File: src/rtl/alu_seq_pkg.sv
// Shared types for the sequential ALU: opcodes, FSM states and the multiply opcode.
package alu_pkg;

  typedef enum logic [2:0] {
    OP_ADD = 3'b000,
    OP_SUB = 3'b001,
    OP_AND = 3'b010,
    OP_OR  = 3'b011,
    OP_XOR = 3'b100,
    OP_SHL = 3'b101,
    OP_SHR = 3'b110,
    OP_MUL = 3'b111
  } op_t;

  typedef enum logic [1:0] {
    ST_IDLE = 2'b00,
    ST_MUL  = 2'b01,
    ST_HOLD = 2'b10
  } state_t;

  localparam op_t MUL_OP = OP_MUL;

endpackage

File: src/rtl/alu_seq_if.sv
// Request/response bundle between the register-read stage, the ALU and write-back.
interface alu_seq_if #(
  parameter int WIDTH = 8
);
  logic             in_valid;
  logic             in_ready;
  logic [2:0]       op;
  logic [WIDTH-1:0] a;
  logic [WIDTH-1:0] b;
  logic             out_valid;
  logic             out_ready;
  logic [WIDTH-1:0] result;
  logic             zero;
  logic             carry;
  logic             negative;
  logic             overflow;
  logic             busy;

  modport master (
    output in_valid, op, a, b, out_ready,
    input  in_ready, out_valid, result, zero, carry, negative, overflow, busy
  );

  modport slave (
    input  in_valid, op, a, b, out_ready,
    output in_ready, out_valid, result, zero, carry, negative, overflow, busy
  );
endinterface

File: src/rtl/alu_seq_mul_iter.sv
// Iterative shift-add multiplier: one partial product per clock, WIDTH clocks per multiply.
module alu_mul_iter #(
  parameter int WIDTH = 8
) (
  input  logic               clk,
  input  logic               rst_n,
  input  logic               i_start,
  input  logic [WIDTH-1:0]   i_a,
  input  logic [WIDTH-1:0]   i_b,
  output logic               o_done,
  output logic [2*WIDTH-1:0] o_product
);

  localparam int CW = $clog2(WIDTH);

  logic [2*WIDTH-1:0] r_mcand;
  logic [2*WIDTH-1:0] r_acc;
  logic [WIDTH-1:0]   r_mplier;
  logic [CW-1:0]      r_count;
  logic               r_run;

  logic               w_last;
  logic [2*WIDTH-1:0] w_acc_next;

  // The final iteration's sum is exposed combinationally so the parent can register it on that same edge.
  assign w_last     = r_run && (r_count == CW'(WIDTH - 1));
  assign w_acc_next = r_mplier[0] ? (r_acc + r_mcand) : r_acc;
  assign o_done     = w_last;
  assign o_product  = w_acc_next;

  always_ff @(posedge clk or negedge rst_n) begin
    if (!rst_n) begin
      r_mcand  <= '0;
      r_acc    <= '0;
      r_mplier <= '0;
      r_count  <= '0;
      r_run    <= 1'b0;
    end else if (i_start) begin
      r_mcand  <= {{WIDTH{1'b0}}, i_a};
      r_acc    <= '0;
      r_mplier <= i_b;
      r_count  <= '0;
      r_run    <= 1'b1;
    end else if (r_run) begin
      r_acc    <= w_acc_next;
      r_mcand  <= r_mcand << 1;
      r_mplier <= r_mplier >> 1;
      r_count  <= r_count + 1'b1;
      if (w_last) begin
        r_run <= 1'b0;
      end
    end
  end

endmodule

File: src/rtl/alu_seq.sv
// Registered ALU between register read and write-back: single-cycle ops plus an iterative multiply,
// with the result and flags held until the downstream stage takes them.
module alu_seq
  import alu_pkg::*;
#(
  parameter int WIDTH = 8
) (
  input  logic      clk,
  input  logic      rst_n,
  alu_seq_if.slave  bus
);

  localparam int SHW = $clog2(WIDTH);

  state_t             r_state;
  state_t             w_next_state;

  logic [WIDTH-1:0]   r_result;
  logic               r_zero;
  logic               r_carry;
  logic               r_negative;
  logic               r_overflow;

  logic               w_accept;
  op_t                w_op;
  logic               w_start;
  logic               w_load;
  logic [WIDTH-1:0]   w_ld_result;
  logic               w_ld_carry;
  logic               w_ld_overflow;

  logic [WIDTH-1:0]   w_alu_result;
  logic               w_alu_carry;
  logic               w_alu_overflow;
  logic [WIDTH:0]     w_sum;

  logic               w_mul_done;
  logic [2*WIDTH-1:0] w_mul_product;

  assign w_op         = op_t'(bus.op);
  assign bus.in_ready = (r_state == ST_IDLE) || ((r_state == ST_HOLD) && bus.out_ready);
  assign w_accept     = bus.in_valid && bus.in_ready;

  alu_mul_iter #(
    .WIDTH (WIDTH)
  ) u_mul (
    .clk       (clk),
    .rst_n     (rst_n),
    .i_start   (w_start),
    .i_a       (bus.a),
    .i_b       (bus.b),
    .o_done    (w_mul_done),
    .o_product (w_mul_product)
  );

  always_comb begin
    w_sum          = '0;
    w_alu_result   = '0;
    w_alu_carry    = 1'b0;
    w_alu_overflow = 1'b0;
    case (w_op)
      OP_ADD: begin
        w_sum          = {1'b0, bus.a} + {1'b0, bus.b};
        w_alu_result   = w_sum[WIDTH-1:0];
        w_alu_carry    = w_sum[WIDTH];
        w_alu_overflow = (bus.a[WIDTH-1] == bus.b[WIDTH-1]) &&
                         (w_sum[WIDTH-1] != bus.a[WIDTH-1]);
      end
      // The extra top bit of a zero-extended subtract is the unsigned borrow.
      OP_SUB: begin
        w_sum          = {1'b0, bus.a} - {1'b0, bus.b};
        w_alu_result   = w_sum[WIDTH-1:0];
        w_alu_carry    = w_sum[WIDTH];
        w_alu_overflow = (bus.a[WIDTH-1] != bus.b[WIDTH-1]) &&
                         (w_sum[WIDTH-1] != bus.a[WIDTH-1]);
      end
      OP_AND:  w_alu_result = bus.a & bus.b;
      OP_OR:   w_alu_result = bus.a | bus.b;
      OP_XOR:  w_alu_result = bus.a ^ bus.b;
      OP_SHL:  w_alu_result = bus.a << bus.b[SHW-1:0];
      OP_SHR:  w_alu_result = bus.a >> bus.b[SHW-1:0];
      default: w_alu_result = '0;
    endcase
  end

  always_comb begin
    w_next_state  = r_state;
    w_start       = 1'b0;
    w_load        = 1'b0;
    w_ld_result   = w_alu_result;
    w_ld_carry    = w_alu_carry;
    w_ld_overflow = w_alu_overflow;
    case (r_state)
      ST_IDLE, ST_HOLD: begin
        if (w_accept) begin
          if (w_op == MUL_OP) begin
            w_start      = 1'b1;
            w_next_state = ST_MUL;
          end else begin
            w_load       = 1'b1;
            w_next_state = ST_HOLD;
          end
        end else if ((r_state == ST_HOLD) && bus.out_ready) begin
          w_next_state = ST_IDLE;
        end
      end
      ST_MUL: begin
        if (w_mul_done) begin
          w_load        = 1'b1;
          w_ld_result   = w_mul_product[WIDTH-1:0];
          w_ld_carry    = |w_mul_product[2*WIDTH-1:WIDTH];
          w_ld_overflow = 1'b0;
          w_next_state  = ST_HOLD;
        end
      end
      default: w_next_state = ST_IDLE;
    endcase
  end

  always_ff @(posedge clk or negedge rst_n) begin
    if (!rst_n) begin
      r_state <= ST_IDLE;
    end else begin
      r_state <= w_next_state;
    end
  end

  // Result and flags change only on a load, so they stay stable through HOLD and IDLE.
  always_ff @(posedge clk or negedge rst_n) begin
    if (!rst_n) begin
      r_result   <= '0;
      r_zero     <= 1'b0;
      r_carry    <= 1'b0;
      r_negative <= 1'b0;
      r_overflow <= 1'b0;
    end else if (w_load) begin
      r_result   <= w_ld_result;
      r_zero     <= (w_ld_result == '0);
      r_carry    <= w_ld_carry;
      r_negative <= w_ld_result[WIDTH-1];
      r_overflow <= w_ld_overflow;
    end
  end

  assign bus.out_valid = (r_state == ST_HOLD);
  assign bus.busy      = (r_state == ST_MUL);
  assign bus.result    = r_result;
  assign bus.zero      = r_zero;
  assign bus.carry     = r_carry;
  assign bus.negative  = r_negative;
  assign bus.overflow  = r_overflow;

endmodule

File: src/flat_wrapper.sv
// flat-port wrapper written by rule: the top's interface ports become plain ports
module alu_seq_flat import alu_pkg::*;
#(
  parameter int WIDTH = 8
)
  (clk, rst_n, bus_in_valid, bus_op, bus_a, bus_b, bus_out_ready, bus_in_ready, bus_out_valid, bus_result, bus_zero, bus_carry, bus_negative, bus_overflow, bus_busy);
  alu_seq_if #(.WIDTH(WIDTH)) bus_i ();
  input  logic clk;
  input  logic rst_n;
  input wire logic [$bits(bus_i.in_valid)-1:0] bus_in_valid;
  input wire logic [$bits(bus_i.op)-1:0] bus_op;
  input wire logic [$bits(bus_i.a)-1:0] bus_a;
  input wire logic [$bits(bus_i.b)-1:0] bus_b;
  input wire logic [$bits(bus_i.out_ready)-1:0] bus_out_ready;
  output wire logic [$bits(bus_i.in_ready)-1:0] bus_in_ready;
  output wire logic [$bits(bus_i.out_valid)-1:0] bus_out_valid;
  output wire logic [$bits(bus_i.result)-1:0] bus_result;
  output wire logic [$bits(bus_i.zero)-1:0] bus_zero;
  output wire logic [$bits(bus_i.carry)-1:0] bus_carry;
  output wire logic [$bits(bus_i.negative)-1:0] bus_negative;
  output wire logic [$bits(bus_i.overflow)-1:0] bus_overflow;
  output wire logic [$bits(bus_i.busy)-1:0] bus_busy;
  assign bus_i.in_valid = bus_in_valid;
  assign bus_i.op = bus_op;
  assign bus_i.a = bus_a;
  assign bus_i.b = bus_b;
  assign bus_i.out_ready = bus_out_ready;
  assign bus_in_ready = bus_i.in_ready;
  assign bus_out_valid = bus_i.out_valid;
  assign bus_result = bus_i.result;
  assign bus_zero = bus_i.zero;
  assign bus_carry = bus_i.carry;
  assign bus_negative = bus_i.negative;
  assign bus_overflow = bus_i.overflow;
  assign bus_busy = bus_i.busy;
  alu_seq #(.WIDTH(WIDTH)) u_core (.clk(clk), .rst_n(rst_n), .bus(bus_i));
endmodule
File: config.mk
export PLATFORM = sky130hd
export DESIGN_NAME = alu_seq_flat
export DESIGN_NICKNAME = d
export VERILOG_FILES = /design/src/rtl/alu_seq_pkg.sv /design/src/rtl/alu_seq_if.sv /design/src/rtl/alu_seq_mul_iter.sv /design/src/rtl/alu_seq.sv /design/src/flat_wrapper.sv
export SDC_FILE = /design/constraint.sdc
export NUM_CORES = 1
export LEC_CHECK = 0
export ABC_AREA = 0
export BUFFER_PORTS_ARGS = -buffer_cell sky130_fd_sc_hd__buf_4
export CAP_MARGIN = 20
export CELL_PAD_IN_SITES_DETAIL_PLACEMENT = 1
export CELL_PAD_IN_SITES_GLOBAL_PLACEMENT = 2
export CORE_MARGIN = 1.5
export CORE_UTILIZATION = 34
export DETAILED_ROUTE_END_ITERATION = 12
export PLACE_DENSITY = 0.74
export SETUP_SLACK_MARGIN = 0.4
export SLEW_MARGIN = 20
export SYNTH_ARGS = -nofsm -noshare
export SYNTH_HDL_FRONTEND = slang
export SYNTH_SLANG_ARGS = --single-unit
export TNS_END_PERCENT = 100
File: constraint.sdc
create_clock -name clk -period 2.4 [get_ports clk]
set_input_delay 0.12 -clock clk [delete_from_list [all_inputs] [get_ports clk]]
set_output_delay 0.12 -clock clk [all_outputs]
set_load 0.02 [all_outputs]
[Word level (Yosys, flattened, before mapping)]
Index checks and enable logic that the tools add are counted.
Cells by class
  order comparisons: 0
  muxes and demuxes: 33
  bitwise gates (word level): 3
  shifts and indexed selects: 2
  multiply operators: 0
  reduce and logical (&&, ||, !) cells: 13
  div/mod/pow operators: 0
  equal/unequal tests: 16
  add/sub/neg operators: 4
Operator list (count)
  2-to-1 mux 16 bit: 5
  case mux 8 bit (7 select lines): 1
  2-to-1 mux 8 bit: 4
  adder 16 bit: 1
  equality test 3 bit, second input constant: 5
  2-to-1 mux 1 bit: 13
  adder 8 x 8 -> 9 bit: 1
  subtractor 8 x 8 -> 9 bit: 1
  bitwise AND 8 bit: 1
  logical NOT 8 bit: 1
  2-to-1 mux 2 bit: 4
  bitwise OR 8 bit: 1
  OR reduction 8 bit: 1
  << shifter 8 x 3 -> 8 bit: 1
  right shift 8 x 3 -> 8 bit: 1
  bitwise XOR 8 bit: 1
  equality test 3 x 2 -> 1 bit, second input constant: 2
  2-to-1 mux 3 bit: 2
  case mux 1 bit (2 select lines): 3
  logical AND 1 bit: 5
  case mux 2 bit (2 select lines): 1
  adder 3 x 1 -> 3 bit, second input constant: 1
  equality test 3 x 1 -> 1 bit, second input constant: 1
  logical NOT 3 bit: 1
  other kinds (11): 13
Storage, ports and cells
  bits in writable memories: 0
  word-level logic and storage cells: 82
  input port bits: 23
  output and inout port bits: 15
  bits in latches: 0
  memories: 0
  bits in registers: 58
  bits in read-only memories: 0

[Longest topological paths before layout]
Gate-level depths: netlist of the first run.
  depth in word-level cells: 7
  mapped depth: 11
  depth with buffers taken out: 10

[Modules after synthesis]
Synthesis of the first run repeated with hierarchy kept, for this count alone.
Unflattened totals
  cells, all modules: 604
  area total of the unflattened synthesis: 5240.0 µm²
By module, submodules not included
  alu_mul_iter: area an instance 2773.9 µm², cells an instance 296, instances 1, seq. area each 1101.1 µm²
  alu_seq: area an instance 2466.1 µm², cells an instance 308, instances 1, seq. area each 325.3 µm²

[Worst setup path after synthesis of the first run]
OpenSTA, ideal clock, no wires.
  kind: reg-to-reg
  from: reg u_core.u_mul.r_mcand[0]
  to: reg u_core.r_carry (netlist: u_core.bus.carry)
  library setup time: 0.124 ns
  data required time: 2.276 ns
  arrival time: 2.498 ns
  clock period less this slack: 2.622 ns
  slack: -0.222 ns
  stages on the path, launching flop included: 10
  path buffers: 0
  path through: dfrtp_1 ha_1 fa_1 a21oi_1 o22ai_1 o31ai_2 o21ai_0 xor2_1 o31a_1 o31a_1
On the way
  cells in the longest elaborated chain, start to end: 5
RTL lines
  from (decl): RTL line alu_seq_mul_iter.sv:16  | logic [2*WIDTH-1:0] r_mcand;
  from (signal assigned): RTL line alu_seq_mul_iter.sv:39  | r_mcand <= {{WIDTH{1'b0}}, i_a};
  from (signal assigned): RTL line alu_seq_mul_iter.sv:46  | r_mcand <= r_mcand << 1;
  adder 16 bit: RTL line alu_seq_mul_iter.sv:27  | assign w_acc_next = r_mplier[0] ? (r_acc + r_mcand) : r_acc;
  2-to-1 mux 16 bit: RTL line alu_seq_mul_iter.sv:27
  OR reduction 8 bit: RTL line alu_seq.sv:111  | w_ld_carry = |w_mul_product[2*WIDTH-1:WIDTH];
  2-to-1 mux 1 bit: RTL line alu_seq.sv:108  | if (w_mul_done) begin
  2-to-1 mux 1 bit: RTL line alu_seq.sv:93  | case (r_state)
  to (signal assigned): RTL line alu_seq.sv:139  | r_carry <= w_ld_carry;
  to (decl): RTL line alu_seq.sv:20  | logic r_carry;
No other way between the ends.
A chain may end at the register's enable or synchronous reset.

[Worst setup path in the final report of the first run]
Ends and elaborated chain as after synthesis.

==> results of run 1 <==
[critical path, cell delays in order, from the launching register on]
cell and delay, ns:
dfrtp_1 0.40, ha_2 0.20, fa_2 0.40, a21oi_4 0.18, o22ai_4 0.10, o31ai_4 0.27, buf_4 0.18, buf_6 0.09
o41ai_2 0.06, o31a_1 0.29, o31a_1 0.23
[registers in the layout, indices dropped and copies added, names as in the netlist]
register,cells
u_core.bus.carry,1
u_core.bus.negative,1
u_core.bus.overflow,1
u_core.bus.result,7
u_core.bus.zero,1
u_core.r_state,2
u_core.u_mul.r_acc,16
u_core.u_mul.r_count,3
u_core.u_mul.r_mcand,16
u_core.u_mul.r_mplier,8
u_core.u_mul.r_run,1
[power by group through the flow]
stage          Clock (mW)  Sequential (mW)  Combinational, mW
6_report             1.31             1.68               5.27
5_1_grt              1.37             1.73               5.70
4_1_cts              1.32             1.65               4.81
3_5_place_dp            0             1.65               4.22
3_3_place_gp            0             1.62               4.09
2_1_floorplan           0             1.62               2.52
[cell usage in the layout (no fill, tap or decap), types with 3 or more instances in the layout]
| cell | synthesis | final |
|---|---|---|
| a211oi_1 | 14 | 4 |
| a211oi_2 | 0 | 9 |
| a21o_1 | 4 | 4 |
| a21oi_1 | 43 | 30 |
| a21oi_2 | 0 | 7 |
| a21oi_4 | 0 | 6 |
| a22oi_1 | 5 | 4 |
| a31o_2 | 4 | 3 |
| a31oi_1 | 6 | 5 |
| and2_1 | 6 | 5 |
| and3_1 | 4 | 4 |
| buf_4 | 1 | 159 |
| buf_6 | 1 | 7 |
| clkbuf_16 | 0 | 9 |
| dfrtp_1 | 57 | 56 |
| ha_1 | 42 | 27 |
| ha_2 | 0 | 3 |
| ha_4 | 0 | 12 |
| inv_1 | 37 | 36 |
| mux2i_1 | 36 | 35 |
| mux4_2 | 8 | 8 |
| nand2_1 | 58 | 54 |
| nand2b_1 | 7 | 6 |
| nand3_1 | 14 | 12 |
| nand3b_1 | 8 | 8 |
| nand4_1 | 9 | 9 |
| nor2_1 | 56 | 53 |
| nor2b_1 | 9 | 9 |
| nor3_1 | 12 | 10 |
| o211ai_1 | 7 | 7 |
| o21a_1 | 4 | 4 |
| o21ai_0 | 42 | 33 |
| o21ai_1 | 0 | 7 |
| o22ai_1 | 4 | 3 |
| o31a_1 | 3 | 3 |
| o31ai_1 | 6 | 6 |
| xnor2_1 | 8 | 5 |
| xnor2_2 | 0 | 3 |
| xor2_1 | 4 | 4 |
[synth_stat cells, drive strengths merged (12+ instances only)]
cell type  instances
a211oi            14
buf               13
o21ai             42
nor3              12
mux2i             36
dfrtp             57
a21oi             43
ha                42
nor2              56
nand3             14
inv               37
nand2             58
clkbuf            29
[per-layer routing]
metal / GRT usage [%] / vias up
li1: - / 2573
met1: 32.3 / 2779
met2: 44.8 / 117
met3: 2.96 / 34
met4: 7.87 / 0
met5: 0 / -
[cell type report]
type,instances,area (sq um)
tap,188,235
timing repair buffer,167,1280
clock buffer,13,260
sequential,57,1430
clock inverter,3,40.0
fill,1781,7650
inverter,37,141
multi-input combinational,491,4170
[cell families after synthesis]
family	count (synthesis)	synth area share (%)
AO/OA/AOI/OAI	179	22.9
XOR/XNOR	12	1.98
adder cells (fa/ha/maj)	45	11.1
buffers and inverters	79	6.00
flip-flops	57	26.9
multiplexers	50	12.1
AND/OR/NAND/NOR	205	19.1
[per-stage QoR]
stage | hold WS (ns) | instances | cell area, sq um | worst slack, ns | setup TNS (ns)
after floorplan | -0.176 | 627 | 5490 | 0.0266 | 0
after global placement | 0.242 | 913 | 6560 | -0.139 | -0.261
after detailed placement | 0.249 | 913 | 6560 | -0.213 | -0.426
after CTS | 0.0415 | 947 | 7280 | -0.0414 | -0.0809
after global routing | 0.0674 | 956 | 7560 | -0.211 | -0.649
final | 0.0532 | 956 | 7560 | -0.123 | -0.176
[what timing repair did]
item                                    CTS  global route
hold buffers                              1             0
endpoints found under the setup margin   17            21
setup buffers                            17             9
pin swaps                                30            18
resized for setup                        55            33
endpoints found under the hold margin    57             0
[worst min-delay path by stage]
stage | slack (ns) | end | depth (start not counted)
after CTS | 0.04 | u_core.u_mul.r_mplier[3] | 3
after global routing | 0.07 | u_core.u_mul.r_mplier[3] | 3
after detailed placement | 0.25 | u_core.u_mul.r_count[0] | 1
after floorplan | -0.18 | u_core.bus.carry | 0
final | 0.05 | u_core.u_mul.r_mplier[3] | 3
after global placement | 0.24 | u_core.u_mul.r_mcand[2] | 1
==> metrics, run 1 <==
outcome finished with violations; failing checks negative setup slack; most used flip-flop cell after synthesis dfrtp_1; part of the Yosys area used for sequential elements 26.9%; area grow syn2layout 42.7%; # Max-Cap Violations 0; Core Box Area between 15000 and 20000 sq um; synth top area cells dfrtp_1 (27%), ha_1 (9.9%), mux2i_1 (6.8%), nand2_1 (4.1%), a21oi_1 (4.1%); clk sinks 57; Sw Pwr 3.52 mW; P_int 4.75 mW; placement row count 45; DRT antenna net count 0; fmax 0.396 GHz; synth unique cells 73; Skew-Pair Late Insertion Delay 0.33 ns; TritonRoute pass-1 iters 5; M1 WL 8770 um; register bit count reported by yosys 57; nets 831; synthesized area per cell 8.45 sq um; crit start category flip-flop; first-pass GRT wire length 32100 um; largest area contributor in the netlist dfrtp_1; FF-to-FF Start u_core.u_mul.r_mcand[0]; CTS Root Cell clkbuf_16; worst relative slew slack 48.6%; Final setup viols 2; post-route minimum period 2.52 ns; initial antenna violation count 0; Leakage roughly 3.3 nW; Ant. Diodes 0; Max Transition Viols Final 0; DR iter-0 viols 360; Total GRT Usage 25.4%; maximum buffer depth of the clock tree 2; clock skew 0.00593 ns; Port Buf Inserts 37; Final HPWL DP 15100 um; Initial Util 34.8%; fraction of registers with async set/reset 100%; yosys warns 0; Syn Inst Count 627; share of cells above drive strength 1 36.8%; Clk pwr share around 16%; H-tree lvl count 3; RePlAce Congestion 0.881; highest routed layer met4; total power 8.26 mW; DIE HEIGHT 128 um; critical path required time 2.61 ns; Arr. time, crit path 2.74 ns; total die area 16300 sq um; GRT overflow 0; chip width approximately 130 um; logic gate share of total power 63.8%; sequential power share roughly a fifth; Hold Startpoint bus_b[3]; WL met2 10500 um; CTS tree done; Final Core Density 49.7%; DRC 0; fin crit share 105%; RSZ-0062 raised after global routing yes; CTS buffer count 9; sw frac approximately 43%; crit end category flip-flop; reg2reg end u_core.bus.carry; DR vias approximately 5.5k; Syn Nets a little under 700; Via-to-Cell Ratio 5.76; worst reg2reg path depth 10; top cell type's share of synthesized area 26.9%; P per Cell Area 1090 nW/um^2; final hold violations 0; crit path launch u_core.u_mul.r_mcand[0]; Tightest Hold Check Type in -> reg; setup ws final -0.123 ns; peak fanout along the critical path 3; Crit Path Class reg -> reg; io pins 38; routed wire length between 20000 and 25000 um; EDFF count, synth 0; WL met3 ~700 um; vias in the first global route around 5.8k; r2r setup slk -0.12 ns; drt wl/cell 21.4 um; Reg clk slew, reported paths 0.05 ns; synthesized cell area 5300 sq um; worst slew pin tran 0.772 ns; largest net degree at the start of global routing 58; worst vdd ir 0.000688 V; CP endpoint u_core.bus.carry
Power figures use the tool's default switching activity.
==> run 2: changes to the inputs <==
- CORE_UTILIZATION: 34 -> 38
- PLACE_DENSITY: 0.74 -> 0.78
- clock period: 2.4 -> 2.79 ns (I/O delays scaled with it)
==> metrics, run 2 (synthesis gave the netlist of run 1 again) <==
peak fanout along the critical path 4 (+1); Reg clk slew, reported paths 0.05 ns (about the same); DRT antenna net count 0 (unchanged); final hold violations 0 (unchanged); DIE HEIGHT 121 um (-5.3%); Core Box Area 13400 sq um (-12%); Final setup viols 0 (-2); chip width 121 um (-5.3%); commonest non-fill, non-tap cell in the layout buf_4; CTS buffer count 9 (unchanged); largest net degree at the start of global routing 61 (+5.2%); total power 6.24 mW (-25%); Crit Path Class reg -> reg; fin crit share 90.6% (-15 points); first-pass GRT wire length 29100 um (-9.5%); max incr delay on CP 0.38 ns (-0.02 ns); RSZ-0062 raised after global routing yes; clk sinks 57 (unchanged); placement row count 42 (-6.7%); post-route minimum period 2.53 ns (+0.00520 ns); worst vdd ir 0.000488 V (-29%); DRC 0 (unchanged); DR vias 5156 (-6.3%); Post-Route Setup TNS 0 ns (+0.176 ns); P per Cell Area 934 nW/um^2 (-15%); Final HPWL DP 12700 um (-16%); Leakage 2.86 nW (-14%); RePlAce Congestion 0.867 (-1.6%); FF-to-FF Start u_core.u_mul.r_acc[0]; Hold Startpoint bus_b[3]; top flop regs u_core.u_mul.r_acc (16), u_core.u_mul.r_mcand (16), u_core.u_mul.r_mplier (8); Ant. Diodes 0 (unchanged); vias in the first global route 5240 (-9.2%); fmax 0.395 GHz (-0.21%); placed insts 816 (-11%); outcome complete, no violations; crit start category flip-flop; crit path launch u_core.u_mul.r_acc[0]; Via-to-Cell Ratio 5.97 (+3.8%); worst slew pin tran 0.768 ns (-0.00373 ns); maximum buffer depth of the clock tree 2 (unchanged); Tightest Hold Check Type in -> reg; CP max stage cell dfrtp_1; Post-Layout Cell Count 863 (-9.7%); share of cells above drive strength 1 25.0% (-12 points); initial antenna violation count 0 (unchanged); nets 750 (-9.7%); CTS Root Cell clkbuf_16; Arr. time, crit path 2.75 ns (about the same); CTS tree done; Crit path top cell by count o31a_1; area grow syn2layout 26.2%; Initial Util 39.5% (+4.7 points); H-tree lvl count 3 (unchanged); total die area 14700 sq um (-10%); Max Transition Viols Final 0 (unchanged); Skew-Pair Late Insertion Delay 0.34 ns (about the same); Total GRT Usage 25.5% (+0.20 points); drt wl/cell 21.0 um (-2.1%); crit end category flip-flop; GRT overflow 0 (unchanged); clock skew 0.00897 ns (+0.00304 ns); critical path required time 3.01 ns (+0.40 ns); critical-path cell list ha_2 > fa_2 > a21oi_4 > o22ai_4 > o31ai_4 > o21ai_2 > xor2_1 > o31a_1 > o31a_1; Port Buf Inserts 37 (unchanged); # Max-Cap Violations 0 (unchanged); most frequent cells in the layout buf_4 (81), nand2_1 (58), nor2_1 (55); TritonRoute pass-1 iters 4 (-1); worst relative slew slack 48.8% (+0.25 points); DR iter-0 viols 358 (-0.56%); routed wire length 18100 um (-12%); io pins 38 (unchanged)
[run 2: report_power, final]
part	internal, mW	total, mW	switching [mW]
clock	0.780	1.19	0.409
combinational	1.62	3.60	1.97
sequential	1.14	1.45	0.310
total	3.55	6.24	2.69
[run 2: worst max-delay path, delay by kind of cell, from the launching register on]
family	cells	cell delay (ns)
adders and majority gates	2	0.58
DFF	1	0.38
xor gates and xnor gates	1	0.18
AOI/OAI and AO/OA	6	1.28
[run 2: worst paths after layout]
check | to | slack [ns] | cells after the start
min in group asynchronous | u_core.bus.result[2] | 0.41 | 2
max | u_core.bus.carry | 0.26 | 9
max reg2reg | u_core.bus.carry | 0.26 | 9
max in group asynchronous | u_core.u_mul.r_mcand[1] | 1.80 | 2
min | u_core.u_mul.r_mplier[3] | 0.08 | 3
min reg2reg | u_core.bus.result[0] | 0.49 | 2
[run 2: stage by stage]
| step | cell area [sq um] | worst slack, ns | hold slack [ns] | util [%] |
|---|---|---|---|---|
| CTS | 6440 | 0.319 | 0.0653 | 48.0 |
| global placement | 5810 | 0.0127 | 0.280 | 43.3 |
| global route | 6680 | 0.161 | 0.0992 | 49.9 |
| floorplan | 5330 | 0.385 | -0.156 | - |
| finish | 6680 | 0.261 | 0.0776 | 49.9 |
| detailed placement | 5810 | -0.0247 | 0.290 | 43.3 |
[run 2: cell type report]
| class | instances | area, sq um |
|---|---|---|
| clock buffers | 11 | 233 |
| clock inverters | 5 | 80.1 |
| fillers | 1587 | 6720 |
| inverters | 37 | 139 |
| multi-input cells | 491 | 3910 |
| flip-flops and latches | 57 | 1430 |
| well taps | 176 | 220 |
| repair buffers | 86 | 672 |
[run 2: what timing repair did]
| action | in CTS | in global routing |
|---|---|---|
| endpoints found under the hold margin | 57 | 0 |
| setup endpoints to repair | 5 | 7 |
| pin swaps | 15 | 19 |
| hold buffers | 1 | 0 |
| setup buffers | 16 | 14 |
| gates resized for setup | 39 | 28 |
| cloned | 0 | 0 |
[run 2: layer usage]
| metal | vias up | wire, um | global-route usage, % |
|---|---|---|---|
| met4 | 0 | 330 | 7.43 |
| met3 | 24 | 715 | 3.95 |
| met5 | - | 0 | 0 |
| met2 | 104 | 8900 | 42.9 |
| li1 | 2414 | - | - |
| met1 | 2614 | 8140 | 34.0 |
